File: src/rtl/ps2_tx.sv
// PS/2 host-to-device transmitter: inhibits the clock line, issues a request-to-send,
// shifts out data/parity/stop on device clock falling edges and checks the device ACK.
module ps2_tx #(
  parameter int INHIBIT_CYCLES = 5000,
  parameter int TIMEOUT_CYCLES = 1000000
) (
  input  logic       clk,
  input  logic       rst_n,
  input  logic [7:0] tx_data,
  input  logic       tx_valid,
  output logic       tx_ready,
  input  logic       kbclk_in,
  input  logic       kbdata_in,
  output logic       kbclk_oe,
  output logic       kbdata_oe,
  output logic       busy,
  output logic       done,
  output logic       err
);

  localparam int INH_W = $clog2(INHIBIT_CYCLES + 1);
  localparam int TO_W  = $clog2(TIMEOUT_CYCLES + 1);

  typedef enum logic [2:0] {
    IDLE, INHIBIT, REQ, SEND, ACK, WAIT_IDLE
  } state_t;

  state_t           state, state_n;
  logic             clk_s1, clk_s2, clk_prev;
  logic             dat_s1, dat_s2;
  logic             fall;
  logic [INH_W-1:0] inh_cnt;
  logic [TO_W-1:0]  to_cnt;
  logic [3:0]       bit_cnt;
  logic [7:0]       data_q;
  logic             parity_q;
  logic             drive_q;
  logic             load;
  logic             timed;
  logic             timeout;
  logic             done_n, err_n;

  assign fall    = clk_prev & ~clk_s2;
  assign timed   = (state == REQ) || (state == SEND) || (state == ACK) || (state == WAIT_IDLE);
  assign timeout = timed && (to_cnt == TO_W'(TIMEOUT_CYCLES - 1));

  always_ff @(posedge clk or negedge rst_n) begin
    if (!rst_n) state <= IDLE;
    else        state <= state_n;
  end

  // NOTE: every variable gets a default before the case so no path leaves it unassigned (no latches).
  always_comb begin
    state_n = state;
    load    = 1'b0;
    done_n  = 1'b0;
    err_n   = 1'b0;
    unique case (state)
      IDLE:      if (tx_valid) begin
                   load    = 1'b1;
                   state_n = INHIBIT;
                 end
      INHIBIT:   if (inh_cnt == INH_W'(INHIBIT_CYCLES - 1)) state_n = REQ;
      REQ:       state_n = SEND;
      SEND:      if (fall && bit_cnt == 4'd9) state_n = ACK;
      ACK:       if (fall) begin
                   if (dat_s2) begin
                     err_n   = 1'b1;
                     state_n = IDLE;
                   end else begin
                     state_n = WAIT_IDLE;
                   end
                 end
      WAIT_IDLE: if (clk_s2 && dat_s2) begin
                   done_n  = 1'b1;
                   state_n = IDLE;
                 end
      default:   state_n = IDLE;
    endcase
    // Timeout overrides any other outcome, which also keeps done and err exclusive.
    if (timeout) begin
      state_n = IDLE;
      done_n  = 1'b0;
      err_n   = 1'b1;
    end
  end

  // NOTE: sequential state uses non-blocking assignments so all registers update from pre-edge values.
  always_ff @(posedge clk or negedge rst_n) begin
    if (!rst_n) begin
      clk_s1   <= 1'b1;
      clk_s2   <= 1'b1;
      clk_prev <= 1'b1;
      dat_s1   <= 1'b1;
      dat_s2   <= 1'b1;
      inh_cnt  <= '0;
      to_cnt   <= '0;
      bit_cnt  <= '0;
      data_q   <= '0;
      parity_q <= 1'b0;
      drive_q  <= 1'b0;
      done     <= 1'b0;
      err      <= 1'b0;
    end else begin
      clk_s1   <= kbclk_in;
      clk_s2   <= clk_s1;
      clk_prev <= clk_s2;
      dat_s1   <= kbdata_in;
      dat_s2   <= dat_s1;
      // Pulses are registered so they coincide with the first IDLE cycle.
      done     <= done_n;
      err      <= err_n;

      inh_cnt <= (state == INHIBIT) ? inh_cnt + INH_W'(1) : '0;
      to_cnt  <= timed ? to_cnt + TO_W'(1) : '0;

      if (load) begin
        data_q   <= tx_data;
        parity_q <= ~^tx_data;
        bit_cnt  <= '0;
      end

      if (state == REQ) drive_q <= 1'b1;

      if (state == SEND && fall) begin
        bit_cnt <= bit_cnt + 4'd1;
        if (bit_cnt < 4'd8)       drive_q <= ~data_q[bit_cnt[2:0]];
        else if (bit_cnt == 4'd8) drive_q <= ~parity_q;
        else                      drive_q <= 1'b0;
      end

      if (state == ACK && fall) bit_cnt <= 4'd11;
    end
  end

  assign tx_ready  = (state == IDLE);
  assign busy      = (state != IDLE);
  assign kbclk_oe  = (state == INHIBIT);
  assign kbdata_oe = (state == REQ) || ((state == SEND) && drive_q);

endmodule

File: config.mk
export PLATFORM = sky130hd
export DESIGN_NAME = ps2_tx
export DESIGN_NICKNAME = d
export VERILOG_FILES = /design/src/rtl/ps2_tx.sv
export SDC_FILE = /design/constraint.sdc
export NUM_CORES = 1
export LEC_CHECK = 0
export BUFFER_PORTS_ARGS = -buffer_cell sky130_fd_sc_hd__buf_2
export CORE_ASPECT_RATIO = 0.7
export CORE_MARGIN = 4
export CORE_UTILIZATION = 30
export CTS_CLUSTER_SIZE = 10
export DETAILED_ROUTE_END_ITERATION = 6
export PLACE_DENSITY = 0.47
export SLEW_MARGIN = 0
export SYNTH_ARGS = -nofsm -noshare
export SYNTH_HDL_FRONTEND = slang
export SYNTH_SLANG_ARGS = --single-unit
File: constraint.sdc
create_clock -name clk -period 2.6 [get_ports clk]
set_input_delay 0.39 -clock clk [delete_from_list [all_inputs] [get_ports clk]]
set_output_delay 0.39 -clock clk [all_outputs]
set_load 0.05 [all_outputs]
==> flow_summary_export.csv, run 1 <==
group,metric,value,unit
run_status,status,"finished, final reports clean",
grt,antenna_found_initial,0,
route,drt-pass1-iter-count,4,
clock_network,cts_hold_buffers,0,
setup_path,arrival,1.78,ns
placed_design,gp_congestion,0.759,
layout,stdcell_area,3330,um2
clock_network,clk_pin_slew,0.05,ns
timing,finalClockSkew,0.00233,ns
floorplan,ios,19,
timing,slew_headroom,37.9,%
synthesis,yosys.area.top_type,"dfrtp_1",
synthesis,avgSynthCellArea,10.6,um2
floorplan,die-area,11000,um2
timing,rsz0062_at_grt,"false",
layout,drive_above_1_share,17.7,%
timing,report.final.setup_viol,0,
route,ant_nets,0,
setup_path,crit_type,"flop to primary output",
route,drc_errors,0,
layout,antennaDiodeCount,0,
power,p_leak,1.46,nW
layout,finalNetCount,306,
route,drt-initial-drc-count,171,
synthesis,synth_top_area_share,46.5,%
setup_path,reg2reg_depth,6,
clock_network,clock_path_buffers,2,
synthesis,synth_warnings,0,
synthesis,synthesis.nets,283,
grt,grt-ovfl-total,0,
synthesis,synth-seq-cells,57,
timing,finalHoldViolations,0,
floorplan,rows,29,
worst_hold_path,hold_end,"dat_s1",
clock_network,cts_tree,"built",
grt,track_usage,11.5,%
timing,tightest_slew,0.931,ns
floorplan,die_height,88.8,um
grt,first_global_vias,1923,
synthesis,synth_cell_type_count,45,
setup_path,cp_max_fo,12,
grt,grt_max_degree,42,
clock_network,post-cts-setup-buffer-count,0,
timing,fin_crit,2.17,ns
worst_hold_path,hp-start,"kbdata_in",
synthesis,mappedNetlistArea,2800,um2
route,routed_wl,5530,um
setup_path,r2r_setup_slack,0.75,ns
synthesis,ys_top_cells_by_area,"dfrtp_1 (46%), xnor2_1 (5.9%), dfstp_2 (4.7%), xor2_1 (4.7%), nor2_1 (4.6%)",
route,vias,1886,
synthesis,netlist_instances,265,
floorplan,die_x,123,um
setup_path,endpoint_kind,"primary output",
setup_path,cp.required,2.21,ns
grt,grt_first_pass_wirelength,9560,um
clock_network,numCtsBuffers,9,
job,cap_violations,0,
power,powerDensity,988,nW/um2
synthesis,synth_edf_count,0,
setup_path,start_kind,"flop",
setup_path,r2r_start,"to_cnt[0]",
layout,syn2layout_area_growth,19.0,%
clock_network,cts_sinks,57,
route,routed_via_density,4.52,
worst_hold_path,whs_path_depth,1,
power,ir_drop,468,uV
layout,layout_commonest_cell,"dfrtp_1",
clock_network,clk_root_buffer_cell,"clkbuf_16",
placed_design,placedInstanceArea,3020,um2
worst_hold_path,hp-class,"input pin to flop",
timing,fin_crit_sh,83.4,%
synthesis,yosys_most_used_dff,"dfrtp_1",
placed_design,portBuffers,18,
timing,fmaxAchievable,0.461,GHz
route,wire_per_inst,13.3,um
layout,final_cell_mix,"dfrtp_1 (52), nor2_1 (34), xnor2_1 (19)",
placed_design,dp_hpwl,3860,um
setup_path,r2r-end,"state[0]",
synthesis,synthArstFlopShare,100,%
synthesis,ys_seq_area_share,51.2,%
clock_network,cts_resized,0,
floorplan,start_util,30.9,%
timing,final_max_slew_viol_count,0,
clock_network,insertion_delay,0.32,ns
floorplan,core_area,9070,um2
clock_network,ctsHtreeMaxLevel,3,
timing,finalSetupTns,0,ns
==> how the worst max path moves through the flow <==
| stage | slack (ns) | cells after the start | start | to |
|---|---|---|---|---|
| final | 0.43 | 4 | state[0] | kbclk_oe |
| after global routing | 0.24 | 4 | state[0] | kbclk_oe |
| after CTS | 0.41 | 4 | state[0] | kbclk_oe |
| after detailed placement | 0.76 | 6 | to_cnt[0] | state[0] |
| after global placement | 0.80 | 6 | to_cnt[0] | state[0] |
| after floorplan | 0.47 | 3 | state[1] | busy |
==> through the flow <==
step | power [mW] | utilization (%) | instances | hold WS (ns) | worst slack (ns)
2_1_floorplan | 1.87 | - | 265 | 0.0944 | 0.468
3_3_place_gp | 2.12 | 33.3 | 401 | 0.347 | 0.800
3_5_place_dp | 2.12 | 33.3 | 401 | 0.349 | 0.755
4_1_cts | 3.34 | 36.7 | 417 | 0.160 | 0.407
5_1_grt | 3.50 | 36.7 | 417 | 0.156 | 0.239
6_report | 3.29 | 36.7 | 417 | 0.173 | 0.432
==> final cells by class <==
class	instances	area, um2
inverter	9	33.8
fill	922	5740
tap	124	155
sequential	57	1430
multi-input combinational	189	1280
clock inverter	2	35.0
clock buffer	14	274
timing repair buffer	22	120
==> per-layer routing <==
metal	up-vias	GRT usage [%]	part of all wire [%]
li1	962	-	-
met1	897	16.4	54
met2	19	15.4	41
met3	8	4.41	3.8
met4	0	4.82	1.5
met5	-	0	0
==> cells by family (layout without fill, tap and decap cells) <==
logic type,count (synthesis),in the layout,share of synthesized area [%]
compound gates,26,26,5.59
xor+xnor,34,34,10.6
fa+ha+maj,5,5,2.23
flops,57,57,51.2
simple gates,112,112,21.6
mux,12,12,5.72
buf+inv,19,47,3.04
==> flip-flops by register name (all words and copies together) (netlist names) <==
register / cells
to_cnt: 20
inh_cnt: 13
data_q: 8
bit_cnt: 4
state: 3
clk_prev: 1
clk_s1: 1
clk_s2: 1
dat_s1: 1
dat_s2: 1
done: 1
drive_q: 1
err: 1
parity_q: 1
==> synthesized netlist by cell type (7+ instances only) <==
library cell  number
and3_1            10
xnor2_1           19
o21ai_0            7
nor2_1            34
mux2_1             7
a21oi_1            8
dfrtp_1           52
inv_1              9
xor2_1            15
nand3_1           16
nand2_1           17
==> report_power, final <==
group          switching, mW  internal (mW)  leakage [nW]
clock                  0.378          0.817         0.153
sequential             0.186           1.05         0.746
combinational          0.516          0.343         0.559
total                   1.08           2.21          1.46
==> worst max-delay path: stages, from the launching register on <==
cell and delay, ns:
dfrtp_1 0.55, nor2b_1 0.31, nand2_1 0.24, inv_1 0.10
buf_2 0.26
Note: power is estimated with default switching activity, not from simulation.
==> run 2: changes to the inputs <==
--- a/config.mk
+++ b/config.mk
@@ -11,7 +11,7 @@
 export CORE_UTILIZATION = 30
 export CTS_CLUSTER_SIZE = 10
 export DETAILED_ROUTE_END_ITERATION = 6
-export PLACE_DENSITY = 0.47
+export PLACE_DENSITY = 0.49
 export SLEW_MARGIN = 0
 export SYNTH_ARGS = -nofsm -noshare
 export SYNTH_HDL_FRONTEND = slang
==> constraint.sdc (replaced) <==
create_clock -name clk -period 1.9 [get_ports clk]
set_input_delay 0.285 -clock clk [delete_from_list [all_inputs] [get_ports clk]]
set_output_delay 0.285 -clock clk [all_outputs]
set_load 0.05 [all_outputs]
==> flow_summary_export.csv, run 2 (synthesis gave the netlist of run 1 again) <==
group,metric,value,unit
floorplan,die_x,123,um
grt,grt-ovfl-total,0,
worst_hold_path,hp-class,"input pin to flop",
route,routed_via_density,4.56,
grt,grt_max_degree,29,
grt,antenna_found_initial,0,
clock_network,clock_path_buffers,2,
setup_path,r2r-end,"state[0]",
timing,rsz0062_at_grt,"false",
layout,finalNetCount,315,
power,intPower,3.35,mW
timing,finalSetupTns,0,ns
timing,fmaxAchievable,0.544,GHz
setup_path,start_kind,"flop",
layout,largest_register,"to_cnt",
setup_path,crit_type,"flop to flop",
setup_path,endpoint_kind,"flop",
layout,layout_commonest_cell,"dfrtp_1",
layout,fill_cells,916,
timing,report.final.setup_viol,0,
power,p_leak,1.52,nW
floorplan,rows,29,
layout,reg_top3,"to_cnt x20, inh_cnt x13, data_q x8",
setup_path,worstPathCellList,"ha_1 -> and3_4 -> and3_4 -> and4_4 -> mux2_4 -> a22o_1",
placed_design,dp_hpwl,3800,um
power,power.share.clock,38.5,%
power,ir_drop,490,uV
layout,largest_reg_flops,20,
worst_hold_path,hp-start,"kbdata_in",
floorplan,die-area,11000,um2
clock_network,insertion_delay,0.33,ns
worst_hold_path,hold_end,"dat_s1",
placed_design,portBuffers,18,
layout,syn2layout_area_growth,24.0,%
layout,antennaDiodeCount,0,
timing,hold_slack,0.0559,ns
setup_path,cp_common_cell,"and3_4",
power,seq_power_share,33.3,%
setup_path,cp.required,2.11,ns
run_status,status,"finished, final reports clean",
layout,final_cell_mix,"dfrtp_1 (50), nor2_1 (34), xnor2_1 (19)",
timing,tightest_slew,0.423,ns
setup_path,slowest_delay,0.37,ns
setup_path,cp_max_fo,6,
floorplan,die_height,88.8,um
grt,grt_first_pass_wirelength,9030,um
timing,finalHoldViolations,0,
timing,fin_crit_sh,96.7,%
floorplan,ios,19,
clock_network,ctsHtreeMaxLevel,3,
clock_network,cts_sinks,57,
timing,fin_crit,1.84,ns
power,power_switching,1.54,mW
setup_path,reg2reg_depth,6,
route,ant_nets,0,
timing,slew_headroom,71.7,%
route,wire_per_inst,12.6,um
clock_network,numCtsBuffers,9,
clock_network,cts_tree,"built",
layout,fin_util,38.3,%
layout,drive_above_1_share,21.9,%
route,vias,1944,
setup_path,r2r_start,"to_cnt[0]",
timing,finalClockSkew,0.00599,ns
power,powerDensity,1410,nW/um2
power,pwr-share-comb,28.1,%
floorplan,core_area,9070,um2
clock_network,clk_pin_slew,0.05,ns
grt,first_global_vias,1845,
worst_hold_path,whs_path_depth,1,
timing,final_max_slew_viol_count,0,
grt,track_usage,10.9,%
route,drt-pass1-iter-count,4,
route,drc_errors,0,
clock_network,clk_root_buffer_cell,"clkbuf_16",
setup_path,r2r_setup_slack,0.06,ns
setup_path,cp_slowest_cell,"dfrtp_1",
job,cap_violations,0,
placed_design,gp_congestion,0.782,
route,drt-initial-drc-count,190,
route,routed_wl,5370,um
floorplan,start_util,30.9,%
setup_path,arrival,2.05,ns
power,p_sw_share,31.5,%
## run 2: changes by cell type in the layout (fill, tap and decap cells not counted), sizes merged
cell / change
buf: +7
clkbuf: -3
bufinv: +2
clkinvlp: +2
clkinv: -1
dlygate4sd3: +1
inv: +1
## run 2: power by group through the flow
stage	sequential, mW	clock (mW)	combinational [mW]
6_report	1.63	1.89	1.38
4_1_cts	1.66	1.94	1.33
2_1_floorplan	1.59	0	0.996
5_1_grt	1.66	1.99	1.54
3_5_place_dp	1.68	0	1.33
3_3_place_gp	1.67	0	1.33
## run 2: how the worst max path moves through the flow
| stage | from | end | slack, ns |
|---|---|---|---|
| 2_1_floorplan | state[1] | data_q[0] | 0.07 |
| 3_3_place_gp | to_cnt[0] | state[0] | 0.09 |
| 3_5_place_dp | to_cnt[0] | state[0] | 0.07 |
| 4_1_cts | state[1] | kbclk_oe | 0.002 |
| 5_1_grt | to_cnt[0] | state[0] | 0.002 |
| 6_report | to_cnt[0] | state[0] | 0.06 |
## run 2: layer usage
metal | GRT usage, % | wire length, um
met1 | 15.4 | 2860
met2 | 14.5 | 2260
met3 | 4.22 | 176
met4 | 5.43 | 74
met5 | 0 | 0
## run 2: final cells by class
| cell class | count | area, um2 | share of cell area [%] |
|---|---|---|---|
| clock buffer | 10 | 239 | 6.88 |
| timing repair buffer | 31 | 205 | 5.91 |
| inverter | 9 | 33.8 | 0.973 |
| tap | 124 | 155 | 4.47 |
| clock inverter | 6 | 114 | 3.28 |
| sequential | 57 | 1440 | 41.3 |
| multi-input combinational | 189 | 1290 | 37.2 |
## run 2: metrics by stage
| stage | instances | power, mW | worst slack [ns] | instance area (um2) |
|---|---|---|---|---|
| global route | 426 | 5.20 | 0.00246 | 3470 |
| CTS | 424 | 4.93 | 0.00173 | 3450 |
| global placement | 407 | 3.01 | 0.0906 | 3090 |
| floorplan | 265 | 2.58 | 0.0729 | 2810 |
| finish | 426 | 4.90 | 0.0632 | 3470 |
| detailed placement | 407 | 3.00 | 0.0688 | 3090 |
## run 2: repair_timing
action | 4_1_cts | 5_1_grt
gates resized for setup | 1 | 4
gates cloned | 0 | 0
endpoints found under the hold margin | 12 | 0
hold buffers | 1 | 0
endpoints found under the setup margin | 1 | 2
buffers inserted | 0 | 2
## run 2: worst max-delay path, delay by kind of cell (launching register included)
family	cells	cell delay (ns)
AND/OR/NAND/NOR	3	0.65
flip-flops	1	0.37
multiplexers	1	0.30
adder cells (fa/ha/maj)	1	0.20
AO/OA/AOI/OAI	1	0.20
